[src/rtl/dual_prior_pkg.sv]
// Shared definitions for the dual priority encoder back end: index width,
// the no-pair code, the (h, l) pair record and the serializer state encoding.
package dual_prior_pkg;

  localparam int IDX_W = 4;

  // Code the encoder emits when fewer than two bits were set.
  localparam logic [IDX_W-1:0] NO_PAIR = '1;

  typedef struct packed {
    logic [IDX_W-1:0] h;
    logic [IDX_W-1:0] l;
  } pair_t;

  typedef enum logic [1:0] {
    IDLE   = 2'd0,
    SEND_H = 2'd1,
    SEND_L = 2'd2
  } state_t;

endpackage

[src/rtl/pair_fifo.sv]
// Synchronous FIFO holding encoded index pairs. Pointers carry one extra MSB
// so that full and empty are distinguishable when the index bits match.
// The head entry is presented combinationally on dout.
module pair_fifo #(
  parameter int WIDTH = 8,
  parameter int DEPTH = 4
) (
  input  logic                     clk,
  input  logic                     rst,
  input  logic                     push,
  input  logic                     pop,
  input  logic [WIDTH-1:0]         din,
  output logic [WIDTH-1:0]         dout,
  output logic                     full,
  output logic                     empty,
  output logic [$clog2(DEPTH):0]   level
);

  localparam int AW = $clog2(DEPTH);
  localparam logic [AW:0] PTR_ONE = 1;

  logic [WIDTH-1:0] mem_q [DEPTH];
  logic [AW:0]      wr_ptr_q;
  logic [AW:0]      rd_ptr_q;
  logic             do_push;
  logic             do_pop;

  assign empty   = (wr_ptr_q == rd_ptr_q);
  assign full    = (wr_ptr_q[AW] != rd_ptr_q[AW]) &&
                   (wr_ptr_q[AW-1:0] == rd_ptr_q[AW-1:0]);
  assign level   = wr_ptr_q - rd_ptr_q;
  assign do_push = push && !full;
  assign do_pop  = pop && !empty;
  assign dout    = mem_q[rd_ptr_q[AW-1:0]];

  // Advance read and write pointers on accepted push/pop.
  always_ff @(posedge clk or posedge rst) begin
    // NOTE: sequential state uses non-blocking assignments so every register
    // samples pre-edge values, regardless of statement order.
    if (rst) begin
      wr_ptr_q <= '0;
      rd_ptr_q <= '0;
    end else begin
      if (do_push) wr_ptr_q <= wr_ptr_q + PTR_ONE;
      if (do_pop)  rd_ptr_q <= rd_ptr_q + PTR_ONE;
    end
  end

  // Write the storage array; contents are only meaningful behind the pointers.
  always_ff @(posedge clk) begin
    // NOTE: the storage array has no reset; empty/full come from the pointers,
    // so stale data is never observed and the array maps to plain RAM/flops.
    if (do_push) mem_q[wr_ptr_q[AW-1:0]] <= din;
  end

endmodule

[src/rtl/dual_index_serializer.sv]
// Accepts (h, l) index pairs from the dual priority encoder, drops and counts
// no-pair codes, flags malformed pairs, buffers valid pairs and replays each
// one as two output beats: high index first, then low index (out_last=1).
module dual_index_serializer #(
  parameter int DEPTH = 4,
  parameter int IDX_W = 4,
  parameter int CNT_W = 8
) (
  input  logic                   clk,
  input  logic                   rst,
  input  logic                   in_valid,
  output logic                   in_ready,
  input  logic [IDX_W-1:0]       h_flag,
  input  logic [IDX_W-1:0]       l_flag,
  output logic                   out_valid,
  input  logic                   out_ready,
  output logic [IDX_W-1:0]       out_idx,
  output logic                   out_last,
  output logic [2**IDX_W-1:0]    out_onehot,
  output logic [CNT_W-1:0]       drop_cnt,
  output logic                   err_pair,
  output logic [$clog2(DEPTH):0] level
);

  import dual_prior_pkg::*;

  localparam logic [IDX_W-1:0] ALL_ONES = '1;
  localparam logic [CNT_W-1:0] CNT_MAX  = '1;
  localparam logic [CNT_W-1:0] CNT_ONE  = 1;

  state_t               state_q;
  logic                 out_valid_q;
  logic [IDX_W-1:0]     out_idx_q;
  logic                 out_last_q;
  logic [IDX_W-1:0]     low_q;
  logic [CNT_W-1:0]     drop_cnt_q, drop_cnt_d;
  logic                 err_q, err_d;

  logic                 fifo_full, fifo_empty, fifo_pop, fifo_push;
  logic [2*IDX_W-1:0]   fifo_dout;
  logic [IDX_W-1:0]     head_h, head_l;
  logic                 accept, is_no_pair, is_malformed;

  assign in_ready     = !fifo_full;
  assign accept       = in_valid && !fifo_full;
  assign is_no_pair   = (h_flag == ALL_ONES) && (l_flag == ALL_ONES);
  assign is_malformed = !is_no_pair && (h_flag <= l_flag);
  assign fifo_push    = accept && (h_flag > l_flag);
  assign head_h       = fifo_dout[2*IDX_W-1:IDX_W];
  assign head_l       = fifo_dout[IDX_W-1:0];

  pair_fifo #(
    .WIDTH (2*IDX_W),
    .DEPTH (DEPTH)
  ) u_pair_fifo (
    .clk   (clk),
    .rst   (rst),
    .push  (fifo_push),
    .pop   (fifo_pop),
    .din   ({h_flag, l_flag}),
    .dout  (fifo_dout),
    .full  (fifo_full),
    .empty (fifo_empty),
    .level (level)
  );

  // Pop whenever the output register is free or its low beat is leaving.
  always_comb begin
    // NOTE: every combinational output gets a default first so no path
    // leaves it unassigned and a latch is never inferred.
    fifo_pop = 1'b0;
    case (state_q)
      IDLE:    fifo_pop = !fifo_empty;
      SEND_L:  fifo_pop = out_ready && !fifo_empty;
      default: fifo_pop = 1'b0;
    endcase
  end

  // Saturating drop counter and sticky malformed flag next-state.
  always_comb begin
    drop_cnt_d = drop_cnt_q;
    err_d      = err_q;
    if (accept && is_no_pair && (drop_cnt_q != CNT_MAX)) drop_cnt_d = drop_cnt_q + CNT_ONE;
    if (accept && is_malformed) err_d = 1'b1;
  end

  // Register the drop counter and error flag.
  always_ff @(posedge clk or posedge rst) begin
    if (rst) begin
      drop_cnt_q <= '0;
      err_q      <= 1'b0;
    end else begin
      drop_cnt_q <= drop_cnt_d;
      err_q      <= err_d;
    end
  end

  // Serializer FSM with registered outputs; frozen while a beat is stalled.
  always_ff @(posedge clk or posedge rst) begin
    if (rst) begin
      state_q     <= IDLE;
      out_valid_q <= 1'b0;
      out_idx_q   <= '0;
      out_last_q  <= 1'b0;
      low_q       <= '0;
    end else begin
      case (state_q)
        IDLE: begin
          if (!fifo_empty) begin
            out_idx_q   <= head_h;
            low_q       <= head_l;
            out_last_q  <= 1'b0;
            out_valid_q <= 1'b1;
            state_q     <= SEND_H;
          end else begin
            out_valid_q <= 1'b0;
          end
        end
        SEND_H: begin
          if (out_ready) begin
            out_idx_q  <= low_q;
            out_last_q <= 1'b1;
            state_q    <= SEND_L;
          end
        end
        SEND_L: begin
          if (out_ready) begin
            if (!fifo_empty) begin
              out_idx_q  <= head_h;
              low_q      <= head_l;
              out_last_q <= 1'b0;
              state_q    <= SEND_H;
            end else begin
              out_valid_q <= 1'b0;
              state_q     <= IDLE;
            end
          end
        end
        default: begin
          out_valid_q <= 1'b0;
          state_q     <= IDLE;
        end
      endcase
    end
  end

  // One-hot decode of the current index, masked by out_valid.
  always_comb begin
    out_onehot = '0;
    if (out_valid_q) out_onehot[out_idx_q] = 1'b1;
  end

  assign out_valid = out_valid_q;
  assign out_idx   = out_idx_q;
  assign out_last  = out_last_q;
  assign drop_cnt  = drop_cnt_q;
  assign err_pair  = err_q;

endmodule

[config.mk]
export PLATFORM = sky130hd
export DESIGN_NAME = dual_index_serializer
export DESIGN_NICKNAME = d
export VERILOG_FILES = /design/src/rtl/dual_prior_pkg.sv /design/src/rtl/pair_fifo.sv /design/src/rtl/dual_index_serializer.sv
export SDC_FILE = /design/constraint.sdc
export NUM_CORES = 1
export LEC_CHECK = 0
export ABC_CLOCK_PERIOD_IN_PS = 2400
export BUFFER_PORTS_ARGS = -buffer_cell sky130_fd_sc_hd__clkbuf_2
export CORE_MARGIN = 2
export CORE_UTILIZATION = 30
export DETAILED_ROUTE_END_ITERATION = 7
export PLACE_DENSITY = 0.52
export RECOVER_POWER = 100
export SLEW_MARGIN = 20
export SYNTH_ARGS = -nofsm -noshare
export SYNTH_HDL_FRONTEND = slang
export SYNTH_HIERARCHICAL = 1
export SYNTH_SLANG_ARGS = --single-unit
[constraint.sdc]
create_clock -name clk -period 2.4 [get_ports clk]
set_input_delay 0.12 -clock clk [delete_from_list [all_inputs] [get_ports clk]]
set_output_delay 0.12 -clock clk [all_outputs]
set_load 0.01 [all_outputs]
# ---- Yosys cells after proc, flatten, opt, wreduce, memory -nomap -nowiden
# Memories as Yosys holds them, arrays and structs flattened.
# Index checks and enable logic that the tools add are counted.
dict set report word_totals {
  mem_count 1
  elab_cells 79
  mem_bits_rw 32
  register_bits 27
}
# name depth word_bits read_ports rd_ports_with_merged_regs wr line_no
set mem_list {}
lappend mem_list {u_pair_fifo.mem_q 4 8 1 0 1 pair_fifo.sv:22} ;# logic [WIDTH-1:0] mem_q [DEPTH];
dict set report op_classes {
  n_eq_ne 12
  reduce_logical 22
  mux 26
  n_lt_le_gt_ge 4
  n_bitwise 1
  n_addsub 4
}
# operator count
set ops {}
lappend ops {{$mux W4} 5}
lappend ops {{$mux W16} 1}
lappend ops {{$logic_and A1 B1 Y1} 12}
lappend ops {{$pmux W4 S3} 1}
lappend ops {{$mux W1} 10}
lappend ops {{$reduce_and A3 Y1} 3}
lappend ops {{$add A8 B1 Y8 const B} 1}
lappend ops {{$eq A4 B4 Y1 const B} 2}
lappend ops {{$ne A2 B2 Y1 const B} 4}
lappend ops {{$ne A8 B8 Y1 const B} 1}
lappend ops {{$pmux W4 S2} 1}
lappend ops {{$add A3 B1 Y3 const B} 2}
lappend ops {{$mux W2} 3}
lappend ops {{$pmux W1 S3} 2}
lappend ops {{$pmux W2 S3} 1}
lappend ops {{$lt A4 B5 Y1 const B} 1}
lappend ops {{$demux W1 S4} 1}
lappend ops {{$ge A4 B1 Y1 const B} 1}
lappend ops {{$gt A4 B4 Y1} 1}
lappend ops {{$le A4 B4 Y1} 1}
lappend ops {{$eq A3 B3 Y1} 1}
lappend ops {{$logic_not A1 Y1} 3}
lappend ops {{$reduce_bool A3 Y1} 1}
lappend ops {{$sub A3 B3 Y3} 1}
lappend ops {{9 further kinds} 9}

# ---- Longest topological paths before layout
# Gate-level depths: netlist of the first run.
dict set report depth {
  depth_word 8
  mapped_depth 11
}

# ---- By module
# Netlist of the first run, hierarchy kept.
# mod cells_per_inst area_each_um2 instances
set by_module_without_submodules {}
lappend by_module_without_submodules {pair_fifo 88 1615.3 1}
lappend by_module_without_submodules {dual_index_serializer 129 1234.9 1}

# ---- Least setup slack after synthesis of the first run
# No wires, ideal clock.
dict set report synth_path {
  path_kind {register to register}
  from {register u_pair_fifo.rd_ptr_q[1]}
  to {register u_pair_fifo.wr_ptr_q[1]}
  stages_incl_launch_ff 11
  t_arrival_ns 2.202
  t_required_ns 2.275
  period_less_slack_ns 2.327
  setup_time_ns 0.125
  setup_slack_ns 0.073
  cell_sequence {dfrtp_1 -> clkbuf_1 -> inv_1 -> ha_1 -> nand3_1 -> inv_1 -> nand2b_4 -> nor2b_1 -> inv_1 -> a31o_2 -> mux2_4}
}
dict set report synth_via {
  elab_chain_len 6
}
# element line_no
set synth_rtl {}
lappend synth_rtl {{start, declared} pair_fifo.sv:24} ;# logic [AW:0] rd_ptr_q;
lappend synth_rtl {{start signal, assigned} pair_fifo.sv:45} ;# if (do_pop) rd_ptr_q <= rd_ptr_q + PTR_ONE;
lappend synth_rtl {{$eq A2 B2 Y1} pair_fifo.sv:30} ;# (wr_ptr_q[AW-1:0] == rd_ptr_q[AW-1:0]);
lappend synth_rtl {{$logic_and A1 B1 Y1} pair_fifo.sv:29} ;# assign full = (wr_ptr_q[AW] != rd_ptr_q[AW]) &&
lappend synth_rtl {{net fifo_full} dual_index_serializer.sv:39} ;# logic fifo_full, fifo_empty, fifo_pop, fifo_push;
lappend synth_rtl {{$logic_not A1 Y1} dual_index_serializer.sv:45} ;# assign accept = in_valid && !fifo_full;
lappend synth_rtl {{$logic_and A1 B1 Y1} dual_index_serializer.sv:45}
lappend synth_rtl {{$logic_and A1 B1 Y1} dual_index_serializer.sv:48} ;# assign fifo_push = accept && (h_flag > l_flag);
lappend synth_rtl {{net fifo_push} dual_index_serializer.sv:39}
lappend synth_rtl {{$logic_and A1 B1 Y1} pair_fifo.sv:32} ;# assign do_push = push && !full;
lappend synth_rtl {{end signal, assigned} pair_fifo.sv:44} ;# if (do_push) wr_ptr_q <= wr_ptr_q + PTR_ONE;
lappend synth_rtl {{end, declared} pair_fifo.sv:23} ;# logic [AW:0] wr_ptr_q;
# The timed path passes the listed nets, and every way through them passes these cells.
# A chain may end at the register's enable or synchronous reset.

# ---- Worst setup path in the final report of the first run
dict set report layout_path {
  from {register u_pair_fifo.wr_ptr_q[0]}
  to {register drop_cnt_q[1], in the netlist drop_cnt[1]}
}
dict set report layout_via {
  elab_chain_len 6
}
# element line_no
set layout_rtl {}
lappend layout_rtl {{$eq A2 B2 Y1} pair_fifo.sv:30}
lappend layout_rtl {{$logic_and A1 B1 Y1} pair_fifo.sv:29}
lappend layout_rtl {{net fifo_full} dual_index_serializer.sv:39}
lappend layout_rtl {{$logic_not A1 Y1} dual_index_serializer.sv:45}
lappend layout_rtl {{$logic_and A1 B1 Y1} dual_index_serializer.sv:45}
lappend layout_rtl {{$logic_and A1 B1 Y1 (2 in a row)} dual_index_serializer.sv:83} ;# if (accept && is_no_pair && (drop_cnt_q != CNT_MAX)) drop_cnt_d = drop_cnt_q + CNT_ONE;
lappend layout_rtl {{end signal, assigned} dual_index_serializer.sv:93} ;# drop_cnt_q <= drop_cnt_d;
lappend layout_rtl {{end, declared} dual_index_serializer.sv:36} ;# logic [CNT_W-1:0] drop_cnt_q, drop_cnt_d;
# The timed path passes the listed nets, and every way through them passes these cells.

==> summary.md, run 1 <==
| Metric | Value |
|---|---|
| Drt pass-1 iters | 4 |
| Storage element area | 1640 um2 |
| CP peak stage delay | 0.42 ns |
| Vias in the first global route | 1785 |
| Total track usage | 11.9% |
| Vias | 1831 |
| Die height | 101 um |
| Reg2reg path depth | 8 |
| Worst Skew | 0.00848 ns |
| Syn avg cell area | 13.1 um2 |
| CP most frequent cell | inv_1 |
| Worst slew pin tran | 0.872 ns |
| Max FO, Critical Path | 7 |
| Remaining Overflow, GRT | 0 |
| Crit path max-delay cell type | nor3_4 |
| Status | completed |
| Starting Density | 30.8% |
| DR DRC count | 0 |
| Worst flop-to-flop path endpoint | drop_cnt[1] |
| Die width | 101 um |
| Endpoints failing hold | 0 |
| Crit path kind | reg -> reg |
| Crit share post-route | 91.7% |
| Crit path cell chain | inv_1 -> ha_1 -> nand3_1 -> inv_1 -> nand2b_4 -> nor3_4 -> nand2_4 -> mux2_1 |
| H-Tree Depth | 3 |
| Worst min path class | in -> reg |
| Area delta synth->final | 19.2% |
| Startpoint Class | flip-flop |
| Fillers | 931 |
| Gpl congestion | 0.775 |
| Vias per cell | 4.45 |
| Synth area leader | edfxtp_1 |
| Netlist cell types | 40 |
| Post-synth top flop | edfxtp_1 |
| Post-layout util | 36.8% |
| IO Count | 47 |
| R2R Path Start | u_pair_fifo/wr_ptr_q[0] |
| Met2 Use GR | 17.6% |
| Clock Path Buffers | 2 |
| Multi-input logic area | 1130 um2 |
| Worst Setup SP | u_pair_fifo/wr_ptr_q[0] |
| Global Route met1 Usage | 16.1% |
| Syn Std Cell Area | 2850 um2 |
| Arr. time, crit path | 2.42 ns |
| Initial antenna violation count | 0 |
| Syn Nets | 242 |
| CTS buffer count | 9 |
| Power density cells | 1160 nW/um2 |
| Fraction of registers with async set/reset | 45.8% |
| Minimum clock period | 2.20 ns |
| Unrepaired setup endpoints after global routing | no |
| Total clock sinks | 59 |
| CP endpoint | drop_cnt[1] |
| Met3 GRT Util | 3.80% |
| WL final | 5580 um |
| Setup-failing EPs final | 0 |
| TNS Setup | 0 ns |
| DRT iter0 DRCs | 72 |
| Leak | 1.36 nW |
| Seq cells post-synth | 59 |
| Seq/Total Area, Yosys | 57.4% |
| Layout cells sized above 1 | 16.7% |
| Max Clock Freq | 0.454 GHz |
| Warnings from Yosys | 6 |
| Drt wl/cell | 13.6 um |
| Worst Path Required | 2.62 ns |
| Rows | 35 |
| Worst Setup End Kind | flip-flop |
| CTS tree | built |
| Clk slew on worst S/H paths | 0.07 ns |
| Post-synth EDFFs | 32 |
| Peak supply drop | 0.756 mV |
| Maxcap violations | 0 |
| Post-Syn Instances | 217 |
| Largest net degree at the start of global routing | 22 |
| Clock Latency Late Sink | 0.34 ns |
| Die area | 10300 um2 |
| Most Used Layer, Global Route | met2 |
| Nets | 302 |
| Worst Hold Depth | 3 |
| Placed wire-length estimate | 4030 um |
| Port bufs | 46 |
| CTS Root Cell | clkbuf_8 |
| First-pass GRT wire length | 9110 um |
| Core Region | 9240 um2 |
| R2R setup slack | 0.20 ns |
| ANT nets after route | 0 |
| Diodes inserted | 0 |
| Max-slew violations | 0 |
| Slew margin rel. | 41.8% |
| Yosys top cell area share | 33.7% |
| Ranking of synthesized cells by area | edfxtp_1 (34%), dfrtp_1 (24%), mux4_2 (6.3%) |
==> final cells by class <==
| type | count | share of cell area (%) |
|---|---|---|
| sequential | 59 | 48.2 |
| inverter | 18 | 1.99 |
| multi-input combinational | 136 | 33.3 |
| timing repair buffer | 53 | 6.55 |
| tap | 129 | 4.75 |
| clock buffer | 12 | 3.98 |
| clock inverter | 4 | 1.29 |
==> synthesized netlist by cell type (2+ instances only) <==
| master | count |
|---|---|
| nand3_1 | 4 |
| nor2_1 | 16 |
| nor2b_1 | 3 |
| ha_1 | 12 |
| o21ai_0 | 8 |
| inv_1 | 18 |
| mux2i_1 | 5 |
| nand3b_1 | 3 |
| a21oi_1 | 5 |
| clkbuf_1 | 2 |
| nand2b_1 | 5 |
| xnor2_1 | 9 |
| nor3_1 | 4 |
| and3_1 | 6 |
| nand4_1 | 4 |
| mux2_2 | 5 |
| mux2_4 | 3 |
| dfrtp_1 | 27 |
| and4_1 | 2 |
| edfxtp_1 | 32 |
| nand2_1 | 18 |
| mux4_2 | 8 |
==> flip-flops by register name, summed over array words and instances (netlist names) <==
signal and count:
out_last 1, drop_cnt 8, u_pair_fifo/wr_ptr_q 3, u_pair_fifo/rd_ptr_q 3, err_pair 1, low_q 4, out_idx 4, out_valid 1
u_pair_fifo/mem_q 32, state_q 2
==> repair_timing <==
item	4_1_cts	5_1_grt
setup endpoints to repair	0	34
hold buffers	1	0
hold endpoints to repair	27	0
resized for setup	0	6
setup buffers	0	0
==> placed cells by master (no fill, tap or decap), drive strengths merged <==
cell / Yosys / final
a21oi: 5 / 5
a2bb2oi: 1 / 1
a31o: 1 / 1
and2: 1 / 1
and3: 6 / 6
and4: 2 / 2
buf: 2 / 4
bufinv: 0 / 1
clkbuf: 2 / 60
clkinv: 0 / 3
dfrtp: 27 / 27
dlygate4sd3: 0 / 1
edfxtp: 32 / 32
fa: 1 / 1
ha: 12 / 12
inv: 18 / 18
mux2: 8 / 8
mux2i: 5 / 5
mux4: 8 / 8
nand2: 19 / 19
nand2b: 6 / 6
nand3: 4 / 4
nand3b: 3 / 3
nand4: 6 / 6
nor2: 16 / 16
nor2b: 3 / 3
nor3: 5 / 5
o211ai: 1 / 1
o21ai: 9 / 9
o21ba: 1 / 1
o22ai: 1 / 1
o31ai: 1 / 1
or3b: 1 / 1
xnor2: 9 / 9
xor2: 1 / 1
==> through the flow <==
step / power (mW) / area [um2] / hold slack [ns] / setup WS, ns / instances
6_report: 3.93 / 3400 / 0.0801 / 0.199 / 411
4_1_cts: 4.04 / 3460 / 0.0435 / 0.0351 / 411
2_1_floorplan: 2.66 / 2850 / -0.0890 / 0.0732 / 217
3_3_place_gp: 3.19 / 3270 / 0.0609 / 0.139 / 394
5_1_grt: 4.27 / 3400 / 0.0779 / 0.0283 / 411
3_5_place_dp: 3.18 / 3270 / 0.0679 / 0.0383 / 394
==> where the power goes <==
| part | switching [mW] | internal (mW) | total, mW | leakage, nW |
|---|---|---|---|---|
| clock | 0.366 | 0.473 | 0.839 | 0.0918 |
| combinational | 0.874 | 0.723 | 1.60 | 0.645 |
| sequential | 0.190 | 1.30 | 1.49 | 0.625 |
==> worst min path at each step <==
stage / start / endpoint / slack, ns
after floorplan: rst / u_pair_fifo/rd_ptr_q[0] / -0.09
after global placement: rst / u_pair_fifo/wr_ptr_q[2] / 0.06
after detailed placement: rst / u_pair_fifo/rd_ptr_q[2] / 0.07
after CTS: l_flag[2] / u_pair_fifo/mem_q[1][2] / 0.04
after global routing: in_valid / err_pair / 0.08
final: in_valid / err_pair / 0.08
==> kinds of logic after synthesis <==
group	count (synthesis)	synth area share, %
flip-flops	59	57.4
adder cells (fa/ha/maj)	13	5.97
multiplexers	21	11.6
buffers and inverters	22	2.94
AND/OR/NAND/NOR	72	14.4
AO/OA/AOI/OAI	20	4.30
XOR/XNOR	10	3.34
==> routing by layer <==
layer	part of all wire, %	wire [um]	vias up
li1	-	-	896
met4	0.74	41	0
met3	5.3	296	4
met1	49	2710	877
met5	0	0	-
met2	45	2530	54
==> critical path, delay by kind of cell (launching register included) <==
family        cells  cell delay [ns]
fa+ha+maj         1             0.35
buf+inv           2             0.18
flops             1             0.41
mux               1             0.32
simple gates      4             0.82
No activity file was read; power rests on OpenSTA's default activity.
==> run 2, diff against run 1 <==
- ABC_CLOCK_PERIOD_IN_PS: 2400 -> 2800
- CORE_ASPECT_RATIO: not set -> 0.7
- PLACE_DENSITY: 0.52 -> 0.5
- clock period: 2.4 -> 2.8 ns (I/O delays scaled with it)
==> run 2 against run 1 <==
Clock skew is 0.00066 ns higher. Cell count is 1.9% lower. Sequential share of layout area decreased by 1.8 points. Worst setup slack better by 0.15 ns. Global-route usage grew 0.78 points. Wire length increased by 8.4%. Die area is 0.12% higher.
==> summary.md, run 2 (synthesized netlist as in run 1, its figures left out) <==
| Metric | Value |
|---|---|
| Vias in the first global route | 1868 (+4.6%) |
| Nets | 299 (-0.99%) |
| Reg2reg path depth | 8 (unchanged) |
| CTS buffer count | 9 (unchanged) |
| CTS resizes | 0 (unchanged) |
| Gpl congestion | 0.725 (-6.5%) |
| Peak supply drop | 0.477 mV (-37%) |
| Drt pass-1 iters | 4 (unchanged) |
| R2R setup slack | 0.35 ns (+0.15 ns) |
| Placed wire-length estimate | 4490 um (+11%) |
| Vias per cell | 4.54 (+2.0%) |
| Most frequent cells in the layout | clkbuf_1 (45), edfxtp_1 (32), dfrtp_1 (27) |
| Starting Density | 31.2% (+0.33 points) |
| Setup-failing EPs final | 0 (unchanged) |
| Die area | 10300 um2 (+0.12%) |
| Power density cells | 1110 nW/um2 (-4.1%) |
| DR DRC count | 0 (unchanged) |
| Most common cell after layout, fill and taps aside | clkbuf_1 |
| Clock Path Buffers | 2 (unchanged) |
| Endpoints failing hold | 0 (unchanged) |
| CTS Root Cell | clkbuf_16 |
| Crit path kind | reg -> reg |
| Status | completed |
| Post-CTS Setup Inserts | 0 (unchanged) |
| Initial antenna violation count | 0 (unchanged) |
| Vias | 1831 (unchanged) |
| Max-slew violations | 0 (unchanged) |
| Die width | 121 um (+19%) |
| Diodes inserted | 0 (unchanged) |
| DRT iter0 DRCs | 72 (unchanged) |
| Clk slew on worst S/H paths | 0.05 ns (-0.02 ns) |
| Worst Hold Depth | 4 (+1) |
| Worst Skew | 0.00914 ns (+0.000662 ns) |
| WL final | 6040 um (+8.4%) |
| Area delta synth->final | 23.8% |
| Max Clock Freq | 0.408 GHz (-10%) |
| Total track usage | 12.7% (+0.78 points) |
| Total clock sinks | 59 (unchanged) |
| Worst Path Required | 2.99 ns (+0.37 ns) |
| Slew margin rel. | 43.5% (+1.6 points) |
| Max FO, Critical Path | 7 (unchanged) |
| Unrepaired setup endpoints after global routing | no |
| H-Tree Depth | 3 (unchanged) |
| Hold Path Origin | out_ready |
| R2R Path Start | u_pair_fifo/wr_ptr_q[0] |
| Worst Setup SP | u_pair_fifo/wr_ptr_q[0] |
| Fillers | 913 (-1.9%) |
| Port bufs | 46 (unchanged) |
| Startpoint Class | flip-flop |
| Worst Setup End Kind | flip-flop |
| Drt wl/cell | 15.0 um (+11%) |
| Rows | 29 (-17%) |
| TNS Setup | 0 ns (unchanged) |
| Multi-input logic area | 1100 um2 (-2.3%) |
| Maxcap violations | 0 (unchanged) |
| Max FFs per register | 32 (unchanged) |
| Minimum clock period | 2.45 ns (+0.251 ns) |
| Layout cells sized above 1 | 14.3% (-2.3 points) |
| Worst flop-to-flop path endpoint | drop_cnt[1] |
| Final Power | 3.91 mW (-0.44%) |
| Worst slew pin tran | 0.847 ns (-0.0243 ns) |
| CTS tree | built |
| Die height | 85.6 um (-16%) |
| Post-layout util | 38.6% (+1.8 points) |
| Hold endpoint | state_q[0] |
| Worst min path class | in -> reg |
| Largest net degree at the start of global routing | 22 (unchanged) |
| Core Region | 9140 um2 (-1.0%) |
| First-pass GRT wire length | 9880 um (+8.4%) |
| Storage element area | 1640 um2 (unchanged) |
| Arr. time, crit path | 2.64 ns (+0.22 ns) |
| Remaining Overflow, GRT | 0 (unchanged) |
| Clock Latency Late Sink | 0.32 ns (-0.02 ns) |
| Leak | 1.42 nW (+4.6%) |
| Hold buffers post-CTS | 1 (unchanged) |
| IO Count | 47 (unchanged) |
| ANT nets after route | 0 (unchanged) |
| Crit share post-route | 87.5% (-4.1 points) |
-- run 2: area by class of cell --
| cell class | count | area share, % |
|---|---|---|
| well taps | 124 | 4.40 |
| flip-flops and latches | 59 | 46.4 |
| clock buffers | 10 | 6.49 |
| multi-input cells | 136 | 31.3 |
| repair buffers | 50 | 5.89 |
| inverters | 18 | 1.91 |
| clock inverters | 6 | 3.62 |
-- run 2: stage by stage --
stage	setup WS [ns]	instance area, um2	hold WS [ns]	cells
2_1_floorplan	0.473	2850	-0.0690	217
3_3_place_gp	0.510	3240	0.0801	386
3_5_place_dp	0.465	3240	0.0741	386
4_1_cts	0.449	3610	0.0947	403
5_1_grt	0.193	3530	0.180	403
6_report	0.349	3530	0.164	403
-- run 2: worst max path at each step --
stage | endpoint | slack (ns)
CTS | u_pair_fifo/mem_q[0][4] | 0.45
floorplan | u_pair_fifo/wr_ptr_q[1] | 0.47
global route | drop_cnt[1] | 0.19
detailed placement | u_pair_fifo/mem_q[0][6] | 0.47
global placement | u_pair_fifo/mem_q[0][0] | 0.51
finish | drop_cnt[1] | 0.35
-- run 2: power breakdown --
group | internal (mW) | switching (mW)
logic | 0.588 | 0.716
registers | 1.12 | 0.181
clock network | 0.952 | 0.356
-- run 2: critical path: stages, from the launching register on --
cell,delay (ns)
dfrtp_1,0.41
inv_1,0.11
ha_1,0.35
nand3_1,0.15
inv_1,0.07
nand2b_1,0.19
nor3_2,0.60
nand2_4,0.11
mux2_1,0.34
-- run 2: metal layers --
metal / up-vias / GRT usage [%] / part of all wire (%)
li1: 895 / - / -
met5: - / 0 / 0
met4: 0 / 3.17 / 0.33
met2: 54 / 18.1 / 43
met3: 4 / 3.66 / 5.2
met1: 878 / 18.9 / 52
